$ cat src/rtl/addsub_simd_pipe.sv
// rtl/addsub_simd_pipe.sv - two-stage elastic SIMD add/sub with per-lane wrap/saturate and sticky overflow count
module addsub_simd_pipe #(
    parameter int LANES = 4,
    parameter int WIDTH = 12,
    parameter int CNT_W = 16
) (
    input  logic                   ap_clk,
    input  logic                   ap_rst,
    input  logic                   in_valid,
    output logic                   in_ready,
    input  logic                   op_sub,
    input  logic                   op_sat,
    input  logic [LANES*WIDTH-1:0] a_vec,
    input  logic [LANES*WIDTH-1:0] b_vec,
    output logic                   out_valid,
    input  logic                   out_ready,
    output logic [LANES*WIDTH-1:0] out_vec,
    output logic [LANES-1:0]       out_ovf,
    input  logic                   clr_count,
    output logic [CNT_W-1:0]       ovf_count
);

    localparam int VW = LANES * WIDTH;

    logic          s1_valid;
    logic          s1_sub;
    logic          s1_sat;
    logic [VW-1:0] s1_a;
    logic [VW-1:0] s1_b;
    logic          s2_valid;
    logic          s1_en;
    logic          s2_en;

    logic [VW-1:0]    lane_res;
    logic [LANES-1:0] lane_ovf;

    // Each stage advances when its downstream slot is free or draining this cycle.
    assign s2_en     = !s2_valid || out_ready;
    assign s1_en     = !s1_valid || s2_en;
    assign in_ready  = s1_en;
    assign out_valid = s2_valid;

    // Per-lane arithmetic on WIDTH+1 bits; lanes never share a carry chain.
    for (genvar i = 0; i < LANES; i++) begin : g_lane
        logic [WIDTH-1:0] a_l;
        logic [WIDTH-1:0] b_l;
        logic [WIDTH:0]   a_x;
        logic [WIDTH:0]   b_x;
        logic [WIDTH:0]   r;

        assign a_l = s1_a[i*WIDTH +: WIDTH];
        assign b_l = s1_b[i*WIDTH +: WIDTH];
        assign a_x = {a_l[WIDTH-1], a_l};
        assign b_x = {b_l[WIDTH-1], b_l};
        assign r   = s1_sub ? (a_x - b_x) : (a_x + b_x);

        // The extra sign bit disagreeing with the lane MSB means the true result left range.
        assign lane_ovf[i] = r[WIDTH] ^ r[WIDTH-1];

        // r[WIDTH] is the true sign, so it picks the rail to clamp to.
        assign lane_res[i*WIDTH +: WIDTH] =
            (s1_sat && lane_ovf[i]) ?
                (r[WIDTH] ? {1'b1, {(WIDTH-1){1'b0}}} : {1'b0, {(WIDTH-1){1'b1}}}) :
                r[WIDTH-1:0];
    end

    always_ff @(posedge ap_clk or posedge ap_rst) begin
        if (ap_rst) begin
            s1_valid <= 1'b0;
            s1_sub   <= 1'b0;
            s1_sat   <= 1'b0;
            s1_a     <= '0;
            s1_b     <= '0;
            s2_valid <= 1'b0;
            out_vec  <= '0;
            out_ovf  <= '0;
        end else begin
            if (s1_en) begin
                s1_valid <= in_valid;
                if (in_valid) begin
                    s1_sub <= op_sub;
                    s1_sat <= op_sat;
                    s1_a   <= a_vec;
                    s1_b   <= b_vec;
                end
            end
            if (s2_en) begin
                s2_valid <= s1_valid;
                // Result registers only move on a real transfer so the last value holds when empty.
                if (s1_valid) begin
                    out_vec <= lane_res;
                    out_ovf <= lane_ovf;
                end
            end
        end
    end

    always_ff @(posedge ap_clk or posedge ap_rst) begin
        if (ap_rst) begin
            ovf_count <= '0;
        end else if (clr_count) begin
            ovf_count <= '0;
        end else if (s2_valid && out_ready && (|out_ovf) && (ovf_count != {CNT_W{1'b1}})) begin
            ovf_count <= ovf_count + {{(CNT_W-1){1'b0}}, 1'b1};
        end
    end

endmodule

$ cat config.mk
export PLATFORM = sky130hd
export DESIGN_NAME = addsub_simd_pipe
export DESIGN_NICKNAME = d
export VERILOG_FILES = /design/src/rtl/addsub_simd_pipe.sv
export SDC_FILE = /design/constraint.sdc
export NUM_CORES = 1
export LEC_CHECK = 0
export CAP_MARGIN = 10
export CELL_PAD_IN_SITES_DETAIL_PLACEMENT = 0
export CELL_PAD_IN_SITES_GLOBAL_PLACEMENT = 1
export CORE_ASPECT_RATIO = 2
export CORE_UTILIZATION = 45
export CTS_CLUSTER_DIAMETER = 30
export DETAILED_ROUTE_END_ITERATION = 10
export HOLD_SLACK_MARGIN = 0.15
export PLACE_DENSITY = 0.9
export SYNTH_ARGS = -nofsm -noshare
export SYNTH_HDL_FRONTEND = slang
export SYNTH_SLANG_ARGS = --single-unit
$ cat constraint.sdc
create_clock -name ap_clk -period 7.75 [get_ports ap_clk]
set_clock_uncertainty 0.15 [all_clocks]
set_input_delay 0.775 -clock ap_clk [delete_from_list [all_inputs] [get_ports ap_clk]]
set_output_delay 0.775 -clock ap_clk [all_outputs]
set_load 0.02 [all_outputs]
[Word-level counts from Yosys, hierarchy flattened]
Index checks and enable logic that the tools add are counted.
Word-level totals
  bits in registers: 168
  logic and storage cells: 52
  input port bits: 103
Cells by class
  add/sub/neg operators: 9
  reduce and logical (&&, ||, !) cells: 15
  mux-type cells: 14
  bitwise operators: 4
  equal/unequal tests: 1
Operators by type and width (count)
  $mux 12: 8
  $add 12x12->13: 4
  $mux 13: 4
  $sub 12x12->13: 4
  $mux 16: 2
  $add 16x1->16 const B: 1
  $ne 16x16->1 const B: 1
  $logic_and 1x1->1: 7
  $reduce_and 2->1: 2
  $reduce_or 4->1: 1
  $xor 1x1->1: 4
  $logic_not 1->1: 2
  $logic_or 1x1->1: 2
  $reduce_bool 2->1: 1

[Longest topological paths before layout]
Gate-level depths: netlist (run 1).
  depth after elaboration: 5
  depth in mapped cells: 16
  depth with buffers taken out: 15

[Worst setup path before layout (run 1)]
OpenSTA, ideal clock, no wires.
  path kind: register -> register
  start: register s1_sub
  end: register out_vec[5]
  data required time: 7.505 ns
  cell stages (with the launch flop): 16
  arrival time: 3.501 ns
  slack: 4.004 ns
  library setup time: 0.095 ns
  path through: dfrtp_1 clkbuf_1 clkbuf_1 clkbuf_1 a21oi_1 xnor2_1 ha_1 a2111oi_2 o21ai_1 a311oi_1 o21ai_1 xnor2_2 and3_1 buf_2 nor2_1 o31ai_1
On the way
  cells in the longest elaborated chain, start to end: 4
  elaborated cells on any way between the ends: 5
Ends and longest elaborated chain
  from (decl): RTL line 26  | logic s1_sub;
  from (signal assigned): RTL line 81  | s1_sub <= op_sub;
  $mux 13 (*): RTL line 55  | assign r = s1_sub ? (a_x - b_x) : (a_x + b_x);
  $xor 1x1->1: RTL line 58  | assign lane_ovf[i] = r[WIDTH] ^ r[WIDTH-1];
  $logic_and 1x1->1: RTL line 62  | (s1_sat && lane_ovf[i]) ?
  $mux 12 (*): RTL line 62
  to (signal assigned): RTL line 91  | out_vec <= lane_res;
  to (decl): RTL line 17  | output logic [LANES*WIDTH-1:0] out_vec,
Mark *: on every way between the ends. The rest lies on a longest branch, timed or not.
A chain may end at the register's enable or synchronous reset.

[Worst setup path in the final report (run 1)]
  start: register s1_b[0]
  end: register out_vec[5]
On the way
  cells in the longest elaborated chain, start to end: 5
  elaborated cells on any way between the ends: 7
Ends and longest elaborated chain
  from (decl): RTL line 29  | logic [VW-1:0] s1_b;
  from (signal assigned): RTL line 84  | s1_b <= b_vec;
  $add 12x12->13 / $sub 12x12->13 (equally long branches): RTL line 55
  $mux 13 (*): RTL line 55
  $xor 1x1->1: RTL line 58
  $logic_and 1x1->1: RTL line 62
  $mux 12 (*): RTL line 62
Marks and branches as above.

==> flow_metrics.env, run 1 <==
export IMPL_fin_util_pct=58.6
export IMPL_worstReg2RegEnd="out_vec[5]"
export IMPL_dr_pass1_iters=4
export IMPL_core_rowCount=75
export IMPL_numPortBuffers=172
export IMPL_ctsHoldBuffers=0
export IMPL_r2r_start="s1_b[0]"
export IMPL_max_slew_margin_pct=32.5
export IMPL_synthTopCellsByArea="dfrtp_1 (43%), mux2_2 (11%), ha_1 (6.8%)"
export IMPL_tightestPinTransition_ps=1010
export IMPL_wl_per_cell_um=16.9
export IMPL_fmax_ghz=0.231
export IMPL_slew_viol_final=0
export IMPL_gr_total_overflow=0
export IMPL_h_tree_depth=4
export IMPL_clockBufferDepth=2
export IMPL_final_common_cell="clkdlybuf4s50_1"
export IMPL_syn_inst=924
export IMPL_clk_latency_ps=430
export IMPL_synth_ff_type="dfrtp_1"
export IMPL_via_per_inst=5.48
export IMPL_multi_input_area_mm2=0.00532
export IMPL_fp_dieW_um=106
export IMPL_rsz0062_at_grt="false"
export IMPL_start_util_pct=46.2
export IMPL_synth_area_mm2=0.00976
export IMPL_worstSetupPathType="register to register"
export IMPL_ys_seq_elements=168
export IMPL_vias=7514
export IMPL_setup_tns_final_ps=0
export IMPL_drv_cap=0
export IMPL_critPathMostFrequentCell="nor2_1"
export IMPL_worstPathRequired_ps=7930
export IMPL_num_fill_cells=1838
export IMPL_gp_congestion=0.845
export IMPL_drt_iter0_markers=254
export IMPL_synth_edf_count=0
export IMPL_whs_endpoint="out_vec[15]"
export IMPL_final_nets=1248
export IMPL_grt_pass1_vias=7582
export IMPL_tritoncts="yes"
export IMPL_async_flop_share_pct=100
export IMPL_ios=173
export IMPL_final_cell_mix="clkdlybuf4s50_1 (172), dfrtp_1 (167), mux2_2 (98)"
export IMPL_reg2reg_depth=15
export IMPL_synth_area_leader_cell="dfrtp_1"
export IMPL_arrival_ps=4500
export IMPL_grt_max_degree=89
export IMPL_crit_buf_inv=1
export IMPL_core_area_mm2=0.0211
export IMPL_whs_path_depth=2
export IMPL_cts_resized=0
export IMPL_endpoint_kind="register"
export IMPL_setup_violations_final=0
export IMPL_status="completed"
export IMPL_ys_types=64
export IMPL_p_leak_nw=5.20
export IMPL_post_cts_repair_setup_buffers=0
export IMPL_syn_avg_cell_area_um2=10.6
export IMPL_regArea_mm2=0.00421
export IMPL_root_buffer="clkbuf_16"
export IMPL_yosys_warnings=0
export IMPL_cts_clk_slew_worst_paths_ps=60
export IMPL_final_min_clock_period_ps=4320
export IMPL_cp_start_kind="register"
export IMPL_max_vdd_ir_drop_v=0.000188
export IMPL_antenna_found_initial=0
export IMPL_area_growth_pct=26.8
export IMPL_clkSinkCount=168
export IMPL_crit_path_max_incr_delay_ps=550
export IMPL_cp_top_family="simple AND/OR/NAND/NOR gates"
export IMPL_powerDensity_mw_per_mm2=338
export IMPL_grt_pass1_wl_um=37900
export IMPL_die_h_um=210
export IMPL_numCtsBuffers=17
export IMPL_synth_seq_area_share_pct=43.1
export IMPL_min_from="out_vec[15]"
export IMPL_hold_class="register to register"
export IMPL_fin_crit_sh_pct=55.7
export IMPL_antenna_cells=0
export IMPL_grt_usage_pct=21.9
export IMPL_post_route_drc_count=0
export IMPL_dieArea_mm2=0.0223
export IMPL_cp_slowest_cell="or4b_1"
export IMPL_drive_gt1_share_pct=14.4
export IMPL_crit_fanout=11
export IMPL_antenna_left=0
export IMPL_syn_num_nets=1084
export IMPL_setup_reg_to_reg_worst_slack_ps=3430
export IMPL_power_total_mw=4.19
export IMPL_hpwl_um=17900
export IMPL_finalHoldViolations=0
export IMPL_synth_top_area_share_pct=43.1
export IMPL_crit_chain="inv_1, ha_1, or4b_1, nor4_1, nor2_1, xnor2_1, ha_1, a21oi_1, nor2_1, a311oi_1, o21ai_1, xnor2_2, and3_1, nor2_1, o31ai_1"
export IMPL_wirelength_um=23200
## registers in the layout, indices dropped and copies added (netlist names), 4 cells and up
| register | count |
|---|---|
| out_vec | 48 |
| ovf_count | 16 |
| out_ovf | 4 |
| s1_a | 48 |
| s1_b | 48 |
## layout make-up
| class | count | area share [%] |
|---|---|---|
| clock inverters | 10 | 1.14 |
| clock buffers | 22 | 3.91 |
| repair buffers | 177 | 14.2 |
| well taps | 269 | 2.72 |
| inverters | 34 | 1.07 |
| flip-flops and latches | 168 | 34.0 |
| multi-input cells | 690 | 43.0 |
## layer usage
| metal | up-vias | wire length, um | global-route usage, % |
|---|---|---|---|
| met5 | - | 0 | 0 |
| met4 | 0 | 756 | 10.4 |
| met3 | 43 | 647 | 2.81 |
| met2 | 160 | 13500 | 42.8 |
| met1 | 3638 | 8350 | 22.2 |
| li1 | 3673 | - | - |
## cells in the mapped netlist, types with 6 or more instances
library cell / n
o21ai_0: 30
nand3_1: 18
a221o_1: 11
nor4_1: 7
o21a_1: 8
nor2_1: 80
clkbuf_1: 19
o31ai_1: 8
mux2_2: 98
a211oi_1: 7
and3_1: 8
buf_1: 11
nor3_1: 22
ha_1: 53
a21o_1: 10
o221a_2: 8
a21oi_1: 49
a22o_1: 6
inv_1: 33
nand2b_1: 13
nand2_1: 46
o21bai_1: 7
dfrtp_1: 168
xor2_1: 27
a31oi_1: 21
o21ai_1: 6
xnor2_1: 69
## how the worst max path moves through the flow
stage,endpoint,cells after the start,slack (ps),start
global placement,out_vec[5],15,3580,s1_b[0]
CTS,out_vec[5],15,3430,s1_b[0]
finish,out_vec[5],15,3430,s1_b[0]
global route,out_vec[6],15,2990,s1_b[0]
floorplan,out_ovf[0],1,2280,ap_rst
detailed placement,out_vec[5],15,3500,s1_b[0]
## logic make-up (layout without fill, tap and decap cells)
group,Yosys count,in the layout,share of synthesized area [%]
mux,103,103,11.8
xor+xnor,99,99,9.12
fa+ha+maj,57,57,7.62
compound gates,201,201,14.3
buf+inv,66,243,2.56
simple gates,230,230,11.5
flops,168,168,43.1
## worst reg2reg max path: cells and delay by family (launching register included)
| kind | cells | cell delay (ps) |
|---|---|---|
| compound gates | 4 | 1060 |
| xor+xnor | 2 | 470 |
| fa+ha+maj | 2 | 530 |
| buf+inv | 1 | 80 |
| flops | 1 | 430 |
| simple gates | 6 | 1540 |
## stage by stage
stage / instance area [um^2] / setup slack (ps) / cells / hold slack, ps
3_5_place_dp: 11700 / 3500 / 1338 / 315
2_1_floorplan: 9760 / 2280 / 924 / 321
5_1_grt: 12400 / 2990 / 1370 / 350
4_1_cts: 12400 / 3430 / 1370 / 336
6_report: 12400 / 3430 / 1370 / 328
3_3_place_gp: 11700 / 3580 / 1338 / 311
## power breakdown
group          internal [mW]  leakage, nW  switching (mW)
logic                  0.958         2.89            1.05
registers               1.09         2.01           0.188
clock network          0.543        0.303           0.354
Power figures use the tool's default switching activity.
==> inputs of run 2 (changes only) <==
- CORE_UTILIZATION: 45 -> 42
- PLACE_DENSITY: 0.9 -> 0.85
- clock period: 7.75 -> 4.05 ns (I/O delays scaled with it)
==> run 2 against run 1 <==
First-iteration DRC count shrank 2.0%. Utilization shrank 2.8 points. Sequential power grew 92%. Cell count grew 3.1%. Highest routed layer unchanged. Routed wire length grew 4.9%. Clock power grew 73%. Largest power group unchanged. Largest cell class unchanged.
==> flow_metrics.env, run 2 (synthesized netlist as in run 1, its figures left out) <==
export IMPL_final_common_cell="clkdlybuf4s50_1"
export IMPL_final_area_mm2=0.0127
export IMPL_critPathMostFrequentCell="nor2_1"
export IMPL_post_route_drc_count=0
export IMPL_crit_path_max_incr_delay_ps=500
export IMPL_gr_total_overflow=0
export IMPL_numPortBuffers=172
export IMPL_reg_top3="out_vec x48, s1_a x48, s1_b x48"
export IMPL_powerDensity_mw_per_mm2=638
export IMPL_fp_dieW_um=110
export IMPL_final_cell_mix="clkdlybuf4s50_1 (172), dfrtp_1 (167), mux2_2 (98)"
export IMPL_clk_latency_ps=430
export IMPL_tritoncts="yes"
export IMPL_clockBufferDepth=2
export IMPL_hpwl_um=19100
export IMPL_num_fill_cells=2041
export IMPL_grt_pass1_vias=7897
export IMPL_core_rowCount=78
export IMPL_max_vdd_ir_drop_v=0.000413
export IMPL_gp_congestion=0.837
export IMPL_regArea_mm2=0.00421
export IMPL_place_area_mm2=0.0121
export IMPL_cp_start_kind="register"
export IMPL_setup_violations_final=0
export IMPL_power_total_mw=8.10
export IMPL_grt_pass1_wl_um=38800
export IMPL_drive_gt1_share_pct=17.4
export IMPL_antenna_left=0
export IMPL_multi_input_area_mm2=0.00538
export IMPL_ctsHoldBuffers=0
export IMPL_clkSinkCount=168
export IMPL_final_min_clock_period_ps=3870
export IMPL_drv_cap=0
export IMPL_wirelength_um=24400
export IMPL_cts_clk_slew_worst_paths_ps=60
export IMPL_grt_max_degree=67
export IMPL_dr_pass1_iters=4
export IMPL_h_tree_depth=4
export IMPL_arrival_ps=4050
export IMPL_endpoint_kind="register"
export IMPL_start_util_pct=42.9
export IMPL_dieArea_mm2=0.0239
export IMPL_slew_viol_final=0
export IMPL_ios=173
export IMPL_fin_crit_sh_pct=95.4
export IMPL_crit_chain="inv_1, ha_2, or4b_4, nor4_1, nor2_1, xnor2_1, ha_1, a21oi_2, nor2_1, a311oi_2, o21ai_1, xnor2_2, and3_4, nor2_1, o31ai_1"
export IMPL_via_per_inst=5.43
export IMPL_area_growth_pct=30.0
export IMPL_antenna_cells=0
export IMPL_core_area_mm2=0.0227
export IMPL_status="completed"
export IMPL_crit_fanout=8
export IMPL_wl_per_cell_um=17.2
export IMPL_numCtsBuffers=17
export IMPL_root_buffer="clkbuf_16"
export IMPL_max_slew_margin_pct=49.7
export IMPL_drt_iter0_markers=249
export IMPL_finalHoldViolations=0
export IMPL_grt_usage_pct=21.7
export IMPL_antenna_found_initial=0
export IMPL_hold_class="primary input to asynchronous set/reset pin"
export IMPL_fmax_ghz=0.259
export IMPL_die_h_um=218
export IMPL_p_leak_nw=5.36
export IMPL_vias=7667
export IMPL_cp_slowest_cell="or4b_4"
export IMPL_worstPathRequired_ps=4240
export IMPL_tightestPinTransition_ps=753
export IMPL_final_nets=1283
export IMPL_worstSetupPathType="register to register"
## run 2: through the flow
stage	utilization (%)	setup WS, ps	hold slack (ps)	setup TNS, ps	std cells
2_1_floorplan	-	304	321	0	924
3_3_place_gp	53.1	206	308	0	1382
3_5_place_dp	53.1	47.8	318	0	1382
4_1_cts	55.5	37.6	302	0	1410
5_1_grt	55.8	-28.4	339	-76.0	1412
6_report	55.8	185	294	0	1412
## run 2: per-layer routing
metal | global-route usage [%] | vias to the layer above | share of wire [%]
li1 | - | 3729 | -
met1 | 21.3 | 3729 | 35
met2 | 40.5 | 155 | 57
met3 | 4.21 | 54 | 2.9
met4 | 12.6 | 0 | 4.8
met5 | 0 | - | 0
## run 2: area by class of cell
class,count,area share [%]
inverters,34,1.04
repair buffers,212,16.4
clock buffers,23,3.69
well taps,280,2.76
multi-input cells,690,42.4
flip-flops and latches,168,33.1
clock inverters,5,0.592
## run 2: worst max-delay path, delay by kind of cell, from the launching register on
kind	cells	cell delay [ps]
xor+xnor	2	430
buf+inv	1	80
flops	1	420
fa+ha+maj	2	530
simple gates	6	1260
compound gates	4	900
## run 2: final timing paths
check	startpoint	endpoint	slack [ps]	cells after the start
worst min register to register	out_vec[17]	out_vec[17]	330	2
max in group asynchronous	ap_rst	s1_a[4]	2660	3
worst min-delay path	ap_rst	ovf_count[7]	290	2
worst max-delay path	s1_b[0]	out_vec[5]	180	15
worst max register to register	s1_b[0]	out_vec[5]	180	15
min in group ap_clk	out_vec[17]	out_vec[17]	330	2
## run 2: report_power, final
group	total [mW]	switching (mW)	internal [mW]
Clock	1.55	0.628	0.922
Combinational	4.09	2.09	2.01
Sequential	2.46	0.362	2.09
Total	8.10	3.08	5.02
## run 2: what timing repair did
| action | CTS | global route |
|---|---|---|
| endpoints found under the setup margin | 0 | 17 |
| resized for setup | 0 | 14 |
| buffers inserted | 0 | 3 |
==> inputs of run 3 (changes only) <==
- SETUP_SLACK_MARGIN: unset -> 0.02
==> run 3 against run 2 <==
Register-to-register slack improved by 20 ps. Hold slack got worse by 6.5 ps. Sequential share of layout area decreased by 0.088 points. Cell count increased by 0.21%. Critical path depth unchanged. Critical endpoint is now out_vec[10].
==> flow_metrics.env, run 3 (synthesized netlist as in run 1, its figures left out) <==
export IMPL_status="completed"
export IMPL_fin_util_pct=56.0
export IMPL_arrival_ps=4010
export IMPL_start_util_pct=42.9
export IMPL_die_h_um=218
export IMPL_h_tree_depth=4
export IMPL_clockBufferDepth=2
export IMPL_final_nets=1286
export IMPL_clkSinkCount=168
export IMPL_root_buffer="clkbuf_16"
export IMPL_hpwl_um=19100
export IMPL_dieArea_mm2=0.0239
export IMPL_grt_pass1_wl_um=38800
export IMPL_timing_hold_ws_ps=288
export IMPL_core_rowCount=78
export IMPL_fp_dieW_um=110
export IMPL_startpoint="s1_b[0]"
export IMPL_max_slew_margin_pct=49.3
export IMPL_cts_clk_slew_worst_paths_ps=60
export IMPL_fmax_ghz=0.260
export IMPL_gp_congestion=0.837
export IMPL_worstPathRequired_ps=4220
export IMPL_wl_per_cell_um=17.3
export IMPL_slew_viol_final=0
export IMPL_grt_max_degree=67
export IMPL_tritoncts="yes"
export IMPL_p_leak_nw=5.38
export IMPL_worstSetupPathType="register to register"
export IMPL_numPortBuffers=172
export IMPL_final_min_clock_period_ps=3840
export IMPL_endpoint_kind="register"
export IMPL_ios=173
export IMPL_crit_chain="inv_1, ha_2, or4b_4, nor4_1, nor2_1, xnor2_1, ha_1, a21oi_2, nor2_1, a311oi_2, o21ai_1, xnor2_2, and3_4, buf_4, a211o_1"
export IMPL_ctsHoldBuffers=0
export IMPL_final_cell_mix="clkdlybuf4s50_1 (172), dfrtp_1 (167), mux2_2 (98)"
export IMPL_powerDensity_mw_per_mm2=637
export IMPL_crit_path_max_incr_delay_ps=470
export IMPL_tightestPinTransition_ps=761
export IMPL_setup_violations_final=0
export IMPL_reg_top3="out_vec x48, s1_a x48, s1_b x48"
export IMPL_antenna_found_initial=0
export IMPL_gr_total_overflow=0
export IMPL_crit_fanout=8
export IMPL_cp_start_kind="register"
export IMPL_final_common_cell="clkdlybuf4s50_1"
export IMPL_antenna_cells=0
export IMPL_critPathMostFrequentCell="nor2_1"
export IMPL_num_fill_cells=2037
export IMPL_drv_cap=0
export IMPL_vias=7717
export IMPL_max_vdd_ir_drop_v=0.000414
export IMPL_antenna_left=0
export IMPL_cp_slowest_cell="or4b_4"
export IMPL_clk_latency_ps=440
export IMPL_finalHoldViolations=0
export IMPL_wirelength_um=24400
export IMPL_post_route_drc_count=0
export IMPL_core_area_mm2=0.0227
export IMPL_grt_pass1_vias=7897
export IMPL_grt_usage_pct=21.7
export IMPL_dr_pass1_iters=4
export IMPL_numCtsBuffers=17
export IMPL_drive_gt1_share_pct=17.7
export IMPL_fin_crit_sh_pct=94.8
export IMPL_via_per_inst=5.45
export IMPL_drt_iter0_markers=238
export IMPL_power_total_mw=8.11
export IMPL_r2r_start="s1_b[0]"
export IMPL_area_growth_pct=30.4
export IMPL_hold_class="primary input to asynchronous set/reset pin"
==> run 3: cell types whose count changed in the layout (fill, tap and decap cells not counted), sizes merged <==
cell  previous run  this run
buf             40        43
==> run 3: worst max-delay path, delay by kind of cell (launching register included) <==
family	cells	cell delay, ps
adders and majority gates	2	530
buffers and inverters	2	230
DFF	1	420
AOI/OAI and AO/OA	4	930
and+or+nand+nor	5	1140
xor gates and xnor gates	2	340
==> run 3: final cells by class <==
class	instances	area (um^2)	share of cell area, %
inverter	34	131	1.03
multi-input combinational	690	5380	42.3
clock inverter	5	75.1	0.590
timing repair buffer	215	2110	16.6
clock buffer	23	468	3.68
tap	280	350	2.75
sequential	168	4210	33.1
==> run 3: worst paths after layout <==
check                                to  slack (ps)  cells after the start
max in group asynchronous       s1_a[3]        2650                      3
setup / recovery            out_vec[10]         210                     15
hold reg to reg             out_vec[17]         330                      2
min in group ap_clk         out_vec[17]         330                      2
setup reg to reg            out_vec[10]         210                     15
hold / removal             ovf_count[7]         290                      2
==> run 3: what timing repair did <==
action | CTS | global route
endpoints found under the setup margin | 0 | 19
buffers inserted | 0 | 5
resized for setup | 0 | 17
==> run 3: layer usage <==
metal	up-vias	GRT usage [%]	wire (um)
met5	-	0	0
met2	155	40.5	14000
met4	0	12.6	1160
met3	54	4.21	716
li1	3735	-	-
met1	3773	21.3	8600
==> run 3: report_power, final <==
| group | internal [mW] | leakage, nW | switching (mW) |
|---|---|---|---|
| Combinational | 2.01 | 3.10 | 2.09 |
| Clock | 0.922 | 0.269 | 0.633 |
| Sequential | 2.09 | 2.01 | 0.362 |
| Total | 5.03 | 5.38 | 3.08 |
==> run 3: stage by stage <==
| step | area (um^2) | instances | setup TNS, ps | setup slack (ps) |
|---|---|---|---|---|
| 2_1_floorplan | 9760 | 924 | 0 | 304 |
| 3_3_place_gp | 12100 | 1382 | 0 | 206 |
| 3_5_place_dp | 12100 | 1382 | 0 | 47.8 |
| 4_1_cts | 12600 | 1410 | 0 | 37.6 |
| 5_1_grt | 12700 | 1415 | -40.6 | -23.0 |
| 6_report | 12700 | 1415 | 0 | 209 |
